File: config.mk
export PLATFORM = sky130hd
export DESIGN_NAME = lfsr_rng
export DESIGN_NICKNAME = d
export VERILOG_FILES = /design/src/rtl/lfsr_rng_pkg.sv /design/src/rtl/lfsr_galois_step.sv /design/src/rtl/lfsr_rng.sv
export SDC_FILE = /design/constraint.sdc
export NUM_CORES = 1
export LEC_CHECK = 0
export CAP_MARGIN = 20
export CORE_UTILIZATION = 30
export CTS_CLUSTER_SIZE = 10
export DETAILED_ROUTE_END_ITERATION = 6
export PLACE_DENSITY = 0.51
export SLEW_MARGIN = 25
export SYNTH_ARGS = -nofsm -noshare
export SYNTH_HDL_FRONTEND = slang
export SYNTH_SLANG_ARGS = --single-unit
File: constraint.sdc
create_clock -name clk -period 5.19 [get_ports clk]
set_input_delay 1.038 -clock clk [delete_from_list [all_inputs] [get_ports clk]]
set_output_delay 1.038 -clock clk [all_outputs]
set_load 0.005 [all_outputs]
File: src/rtl/lfsr_rng_pkg.sv
// Shared definitions for the LFSR random sources: draw FSM state type and
// default maximal-length Galois feedback masks for common widths.
package lfsr_rng_pkg;

  typedef enum logic [0:0] {
    IDLE = 1'b0,
    DRAW = 1'b1
  } fsm_t;

  localparam logic [7:0]  TAPS_8  = 8'hB8;
  localparam logic [15:0] TAPS_16 = 16'hB400;
  localparam logic [31:0] TAPS_32 = 32'h80200003;

endpackage

File: src/rtl/lfsr_galois_step.sv
// One step of a right-shifting Galois LFSR (purely combinational).
// Ports:
//   cur  - current LFSR state
//   nxt  - state after one step
module lfsr_galois_step
  import lfsr_rng_pkg::*;
#(
  parameter int unsigned      WIDTH = 16,
  parameter logic [WIDTH-1:0] TAPS  = WIDTH'(TAPS_16)
) (
  input  logic [WIDTH-1:0] cur,
  output logic [WIDTH-1:0] nxt
);

  // Shift out the LSB; when it was 1, fold the feedback mask back in.
  assign nxt = (cur >> 1) ^ (cur[0] ? TAPS : '0);

endmodule

File: src/rtl/lfsr_rng.sv
// Galois LFSR random source with seed load, lock-up protection and a
// rejection-sampling draw engine producing values in [0, limit).
// Ports:
//   clk, reset    - clock, async active-high reset
//   enable        - free-run step request while idle
//   seed_load     - load seed_in (0 replaced by SEED) this cycle
//   seed_in       - seed value
//   req, limit    - draw request and exclusive bound (0 = any value)
//   busy          - draw in progress
//   rnd_valid     - one-cycle pulse, rnd updated
//   rnd           - drawn value, held until the next valid
//   rnd_fallback  - with rnd_valid: draw ran out of tries, rnd forced to 0
//   state         - current LFSR state
module lfsr_rng
  import lfsr_rng_pkg::*;
#(
  parameter int unsigned      WIDTH     = 16,
  parameter logic [WIDTH-1:0] TAPS      = WIDTH'(TAPS_16),
  parameter logic [WIDTH-1:0] SEED      = WIDTH'(1),
  parameter int unsigned      OUT_W     = 4,
  parameter int unsigned      MAX_TRIES = 8
) (
  input  logic             clk,
  input  logic             reset,
  input  logic             enable,
  input  logic             seed_load,
  input  logic [WIDTH-1:0] seed_in,
  input  logic             req,
  input  logic [OUT_W-1:0] limit,
  output logic             busy,
  output logic             rnd_valid,
  output logic [OUT_W-1:0] rnd,
  output logic             rnd_fallback,
  output logic [WIDTH-1:0] state
);

  localparam int unsigned     TRY_W    = $clog2(MAX_TRIES) + 1;
  localparam logic [TRY_W-1:0] LAST_TRY = TRY_W'(MAX_TRIES - 1);

  fsm_t             fsm_q, fsm_d;
  logic [WIDTH-1:0] state_q, state_d, step_nxt;
  logic [OUT_W-1:0] lim_q, lim_d;
  logic [TRY_W-1:0] tries_q, tries_d;
  logic [OUT_W-1:0] rnd_q, rnd_d;
  logic             valid_q, valid_d;
  logic             fb_q, fb_d;
  logic [OUT_W-1:0] cand;
  logic             accept;

  lfsr_galois_step #(
    .WIDTH (WIDTH),
    .TAPS  (TAPS)
  ) u_step (
    .cur (state_q),
    .nxt (step_nxt)
  );

  // Candidate is the low bits of the pre-step state.
  assign cand   = state_q[OUT_W-1:0];
  assign accept = (lim_q == '0) || (cand < lim_q);

  // State register.
  always_ff @(posedge clk or posedge reset) begin
    if (reset) begin
      fsm_q   <= IDLE;
      state_q <= SEED;
      lim_q   <= '0;
      tries_q <= '0;
      rnd_q   <= '0;
      valid_q <= 1'b0;
      fb_q    <= 1'b0;
    end else begin
      fsm_q   <= fsm_d;
      state_q <= state_d;
      lim_q   <= lim_d;
      tries_q <= tries_d;
      rnd_q   <= rnd_d;
      valid_q <= valid_d;
      fb_q    <= fb_d;
    end
  end

  // Next-state: draw FSM, LFSR stepping and result capture.
  always_comb begin
    fsm_d   = fsm_q;
    state_d = state_q;
    lim_d   = lim_q;
    tries_d = tries_q;
    rnd_d   = rnd_q;
    valid_d = 1'b0;
    fb_d    = 1'b0;

    case (fsm_q)
      IDLE: begin
        if (enable) state_d = step_nxt;
        if (req && !seed_load) begin
          fsm_d   = DRAW;
          lim_d   = limit;
          tries_d = '0;
        end
      end
      DRAW: begin
        state_d = step_nxt;
        if (accept) begin
          rnd_d   = cand;
          valid_d = 1'b1;
          fsm_d   = IDLE;
        end else if (tries_q == LAST_TRY) begin
          rnd_d   = '0;
          valid_d = 1'b1;
          fb_d    = 1'b1;
          fsm_d   = IDLE;
        end else begin
          tries_d = tries_q + TRY_W'(1);
        end
      end
      default: fsm_d = IDLE;
    endcase

    // Seed load overrides everything and aborts a draw silently.
    // A zero seed would lock the LFSR, so it is replaced by SEED.
    if (seed_load) begin
      state_d = (seed_in == '0) ? SEED : seed_in;
      fsm_d   = IDLE;
      rnd_d   = rnd_q;
      valid_d = 1'b0;
      fb_d    = 1'b0;
    end
  end

  assign busy         = (fsm_q == DRAW);
  assign rnd_valid    = valid_q;
  assign rnd          = rnd_q;
  assign rnd_fallback = fb_q;
  assign state        = state_q;

endmodule

==> results.json, run 1 <==
{
  "synth_cells": 155,
  "area_growth_pct": 41.0,
  "numClockSinks": 31,
  "synth_warnings": 0,
  "dr.pass1.iters": 6,
  "routedWlPerCell_um": 13.5,
  "antenna_found_initial": 0,
  "num-nets-final": 234,
  "num_vias": 1267,
  "synth_top_area_cell": "dfrtp_1",
  "criticalPathCategory": "register to output port",
  "grt_pass1_vias": 1238,
  "max_freq_ghz": 0.404,
  "coreArea_mm2": 0.00485,
  "gp_routability_congestion": 0.744,
  "drc": 0,
  "netlist.area_leader.share_pct": 48.2,
  "synth_nets": 184,
  "first_iter_violations": 44,
  "rows": 25,
  "worstPathCellList": "clkdlybuf4s50_1",
  "critical_path_required_ns": 4.15,
  "grt_use_total_pct": 14.8,
  "period_minus_slack_ns": 2.47,
  "clk_latency_ns": 0.28,
  "status": "finished, final reports clean",
  "via_per_inst": 4.64,
  "dieWidth_um": 74.0,
  "start_util_pct": 32.1,
  "drive_above_1_share_pct": 10.2,
  "synth.area.top_cells": "dfrtp_1 48%, mux2i_1 11%, nand2_1 7.0%, o21ai_0 5.5%, mux2_2 3.6%",
  "synth_edf_count": 0,
  "postCtsSetupBuffers": 0,
  "clk_pin_slew_ns": 0.07,
  "die_height_um": 74.0,
  "cts-root-buf": "clkbuf_8",
  "numCtsBuffers": 5,
  "grt_setup_unrepaired": "no",
  "cp-start-kind": "register",
  "cpLargestDelayFamily": "flip-flops",
  "fin_tns_setup_ns": 0,
  "place_hpwl_mm": 2.75,
  "synth_most_common_cell": "dfrtp_1",
  "clockBufferDepth": 2,
  "cts_hold_buf": 0,
  "wl_mm": 3.68,
  "cts_max_level": 2,
  "crit_fanout": 7,
  "crit_buf_inv": 1,
  "syn_area_per_cell_um2": 10.0,
  "portBuffers": 47,
  "ir_drop_uv": 172,
  "overflow": 0,
  "report.final.slew_viol_count": 0,
  "cp_slowest_stage_delay_ns": 0.62,
  "final_util_pct": 45.3,
  "ys.flop_type": "dfrtp_1",
  "cpMaxStageDelayCell": "dfstp_2",
  "fin_crit_sh_pct": 47.6,
  "maxSlewHeadroom_pct": 61.2,
  "cp.arrival_ns": 1.43,
  "ys_seq_area_share_pct": 49.9,
  "setup_viol": 0,
  "worst_slew_pin_slew_ns": 0.582,
  "power_w": 0.000741,
  "finClkSkew_ns": 0.00386,
  "die-area_mm2": 0.00548,
  "cts_resized": 0,
  "startpoint": "state[0]",
  "leakagePower_nw": 0.976,
  "crit_path_end_kind": "output port",
  "ios": 48,
  "syn_area_mm2": 0.00156,
  "antennaDiodeCount": 0,
  "grt_start_max_net_pins": 32,
  "min_path_type": "register to register",
  "final_hold_viol_count": 0,
  "powerDensity_mw_per_mm2": 338,
  "yosys-top-cells-count": "30 x dfrtp_1, 29 x nand2_1, 17 x mux2i_1, 17 x o21ai_0",
  "min-delay-start": "state[8]",
  "tritoncts": "done",
  "maxCapViolations": 0,
  "ant_nets": 0,
  "ys_ff_latch": 31,
  "grt_first_pass_wirelength_mm": 6.00,
  "ys_async_sr_fraction_pct": 100,
  "r2r_start": "tries_q[0]",
  "nFillCells": 462,
  "synth.distinct_cells": 27
}
## where the power goes
part           switching [W]  total [W]  internal, W
Sequential         0.0000428   0.000332     0.000289
Combinational      0.0000801   0.000208     0.000128
Clock              0.0000944   0.000201     0.000107
## worst paths after layout
| check | endpoint | cells after the start | slack (ns) |
|---|---|---|---|
| setup / recovery | state[0] | 1 | 2.72 |
| hold / removal | state[8] | 2 | 0.51 |
| setup reg to reg | tries_q[3] | 6 | 2.97 |
| hold reg to reg | state[8] | 2 | 0.51 |
| max in group asynchronous | state[0] | 3 | 3.74 |
| min in group asynchronous | state[5] | 3 | 1.13 |
## layout make-up
type,count,area [um2],area share [%]
Timing Repair Buffer,49,480,21.9
Clock buffer,7,86.3,3.93
Inverter,8,30.0,1.37
Tap cell,67,83.8,3.82
Sequential cell,31,777,35.4
Clock inverter,1,5.00,0.228
Multi-Input combinational cell,110,732,33.4
## sequential cells by signal, summed over array words and instances, names as in the netlist
signal        cells
tries_q           4
rnd               4
rnd_valid         1
lim_q             4
rnd_fallback      1
busy              1
state            16
## cell usage in the layout, fill, tap and decap left out, drive strengths merged
cell type       n
clkdlybuf4s50  46
dfrtp          30
nand2          29
o21ai          18
mux2i          17
nor2            8
inv             8
a21oi           7
clkbuf          7
mux2            6
nor4            5
ha              4
xnor2           3
nor3            3
buf             3
nor2b           2
or3             1
nand4           1
o221ai          1
and3b           1
or4b            1
o21ba           1
nand3           1
a22o            1
clkinv          1
dfstp           1
## metrics by stage
step	instances	setup slack, ns	instance area (um2)	hold slack, ns
2_1_floorplan	155	2.99	1560	0.494
3_3_place_gp	265	1.88	2110	0.493
3_5_place_dp	265	2.78	2100	0.503
4_1_cts	273	2.71	2190	0.517
5_1_grt	273	2.66	2190	0.555
6_report	273	2.72	2190	0.514
## cells by family after synthesis
| group | count (synthesis) | share of synthesized area [%] |
|---|---|---|
| and+or+nand+nor | 52 | 16.0 |
| DFF | 31 | 49.9 |
| AOI/OAI and AO/OA | 28 | 10.5 |
| muxes | 23 | 15.3 |
| buffers and inverters | 14 | 3.38 |
| adders and majority gates | 4 | 3.22 |
| xor gates and xnor gates | 3 | 1.69 |
## routing by layer
metal / part of all wire, % / routed length [um] / vias to the layer above / GRT usage [%]
met2: 51 / 1870 / 22 / 25.3
met4: 0.68 / 25 / 0 / 5.77
met1: 45 / 1670 / 609 / 17.7
met3: 3.0 / 112 / 2 / 4.07
li1: - / - / 634 / -
met5: 0 / 0 / - / 0
Note: power is estimated with default switching activity, not from simulation.
==> run 2: changes to the inputs <==
- PLACE_DENSITY: 0.51 -> 0.54
- clock period: 5.19 -> 2 ns (I/O delays scaled with it)
==> run 2 against run 1 <==
  * The flow now finishes with violations (negative setup slack)
  * Clock power grew 140%
  * Combinational power grew to 3.1 times the previous value
  * Final area rose by 7.1%
  * Die area is the same
  * Sequential share of layout area fell by 2.3 points
  * Critical endpoint is now tries_q[3]
==> results.json, run 2 (synthesized netlist as in run 1, its figures left out) <==
{
  "status": "finished with violations",
  "violations": "negative setup slack",
  "multiInputGateArea_um2": 756,
  "tritoncts": "done",
  "place_ws_ns": -0.0998,
  "leakagePower_nw": 1.05,
  "portBuffers": 47,
  "cp_slowest_stage_delay_ns": 0.46,
  "die-area_mm2": 0.00548,
  "via_per_inst": 4.64,
  "place_hpwl_mm": 2.97,
  "timing.rr.end": "tries_q[3]",
  "grt_start_max_net_pins": 29,
  "period_minus_slack_ns": 2.06,
  "clockBufferDepth": 2,
  "drc": 0,
  "first_iter_violations": 31,
  "maxSlewHeadroom_pct": 66.3,
  "antennaDiodeCount": 0,
  "routedWlPerCell_um": 13.4,
  "num-nets-final": 249,
  "ir_drop_uv": 349,
  "critical_path_required_ns": 2.17,
  "gp_routability_congestion": 0.833,
  "power_w": 0.00197,
  "nFillCells": 470,
  "drive_above_1_share_pct": 17.2,
  "ios": 48,
  "criticalPathCategory": "register to register",
  "grt_pass1_vias": 1371,
  "grt_first_pass_wirelength_mm": 6.60,
  "setup_viol": 2,
  "powerDensity_mw_per_mm2": 837,
  "fin_crit_sh_pct": 103,
  "rrSetupSlack_ns": -0.06,
  "dieWidth_um": 74.0,
  "worst_slew_pin_slew_ns": 0.504,
  "start_util_pct": 32.1,
  "numClockSinks": 31,
  "num_vias": 1337,
  "finClkSkew_ns": 0.00551,
  "min_path_type": "input pin to async pin",
  "crit_path_end_kind": "register",
  "grt_setup_unrepaired": "yes",
  "final_hold_viol_count": 0,
  "clk_latency_ns": 0.28,
  "antenna_found_initial": 0,
  "worstPathCellList": "ha_2 -> and3b_1 -> or4b_1 -> o21ba_4 -> mux2_4 -> a22o_2",
  "r2r_cells": 6,
  "maxCapViolations": 0,
  "report.final.slew_viol_count": 0,
  "overflow": 0,
  "clk_pin_slew_ns": 0.06,
  "seq_area_um2": 777,
  "wl_mm": 3.86,
  "most-common-layout-cells": "47 x clkdlybuf4s50_1, 30 x dfrtp_1, 29 x nand2_1, 17 x mux2i_1, 16 x o21ai_0",
  "area_growth_pct": 51.0,
  "fin_ws_ns": -0.0564,
  "cts-root-buf": "clkbuf_8",
  "numCtsBuffers": 5,
  "grt_use_total_pct": 16.0,
  "cpMaxStageDelayCell": "or4b_1",
  "largest_reg_flops": 16,
  "crit_fanout": 2,
  "die_height_um": 74.0,
  "cp-start-kind": "register",
  "cp.arrival_ns": 2.23,
  "layout_commonest_cell": "clkdlybuf4s50_1",
  "cts_max_level": 2,
  "r2r_start": "tries_q[1]",
  "dr.pass1.iters": 4,
  "coreArea_mm2": 0.00485,
  "rows": 25,
  "max_freq_ghz": 0.486,
  "ant_nets": 0
}
run 2: final cells by class:
class,count,share of cell area (%)
flip-flops and latches,31,33.1
multi-input cells,110,32.2
repair buffers,64,26.5
well taps,67,3.57
clock buffers,8,3.41
inverters,8,1.28
run 2: stage by stage:
step	hold slack [ns]	setup TNS (ns)	instance area [um2]	std cells	utilization (%)
3_5_place_dp	0.501	-0.147	2220	276	45.8
6_report	0.441	-0.0571	2350	288	48.5
3_3_place_gp	0.490	-0.0444	2220	276	45.8
2_1_floorplan	0.494	-0.0609	1560	155	-
5_1_grt	0.486	-0.583	2350	288	48.5
4_1_cts	0.465	-0.0723	2320	287	47.9
run 2: power breakdown:
| part | total, W | switching [W] | leakage (nW) | internal (W) |
|---|---|---|---|---|
| Sequential | 0.000842 | 0.0000917 | 0.384 | 0.000751 |
| Combinational | 0.000647 | 0.000251 | 0.631 | 0.000397 |
| Clock | 0.000477 | 0.000230 | 0.0395 | 0.000247 |
run 2: what timing repair did:
action / CTS / global route
pin swaps: 2 / 2
gates resized for setup: 0 / 4
hold buffers: 0 / 0
hold endpoints to repair: 0 / 0
buffers inserted: 3 / 1
endpoints found under the setup margin: 2 / 9
run 2: critical path: cells and delay by family, from the launching register on:
family / cells / cell delay, ns
mux: 1 / 0.29
compound gates: 2 / 0.44
fa+ha+maj: 1 / 0.19
simple gates: 2 / 0.62
flops: 1 / 0.40
run 2: worst max-delay path by stage:
stage	endpoint	cells after the start	slack, ns	start
finish	tries_q[3]	6	-0.06	tries_q[1]
global route	tries_q[3]	7	-0.13	lim_q[3]
CTS	tries_q[3]	6	-0.06	state[3]
detailed placement	tries_q[3]	6	-0.1	tries_q[1]
global placement	tries_q[3]	6	-0.04	tries_q[1]
floorplan	tries_q[3]	6	-0.06	tries_q[1]
run 2: layer usage:
layer	track usage (%)	wire (um)	up-vias	part of all wire, %
met1	21.1	1770	634	46
met4	7.05	79	0	2.0
met5	0	0	-	0
met3	5.28	191	7	4.9
met2	24.0	1820	32	47
li1	-	-	664	-
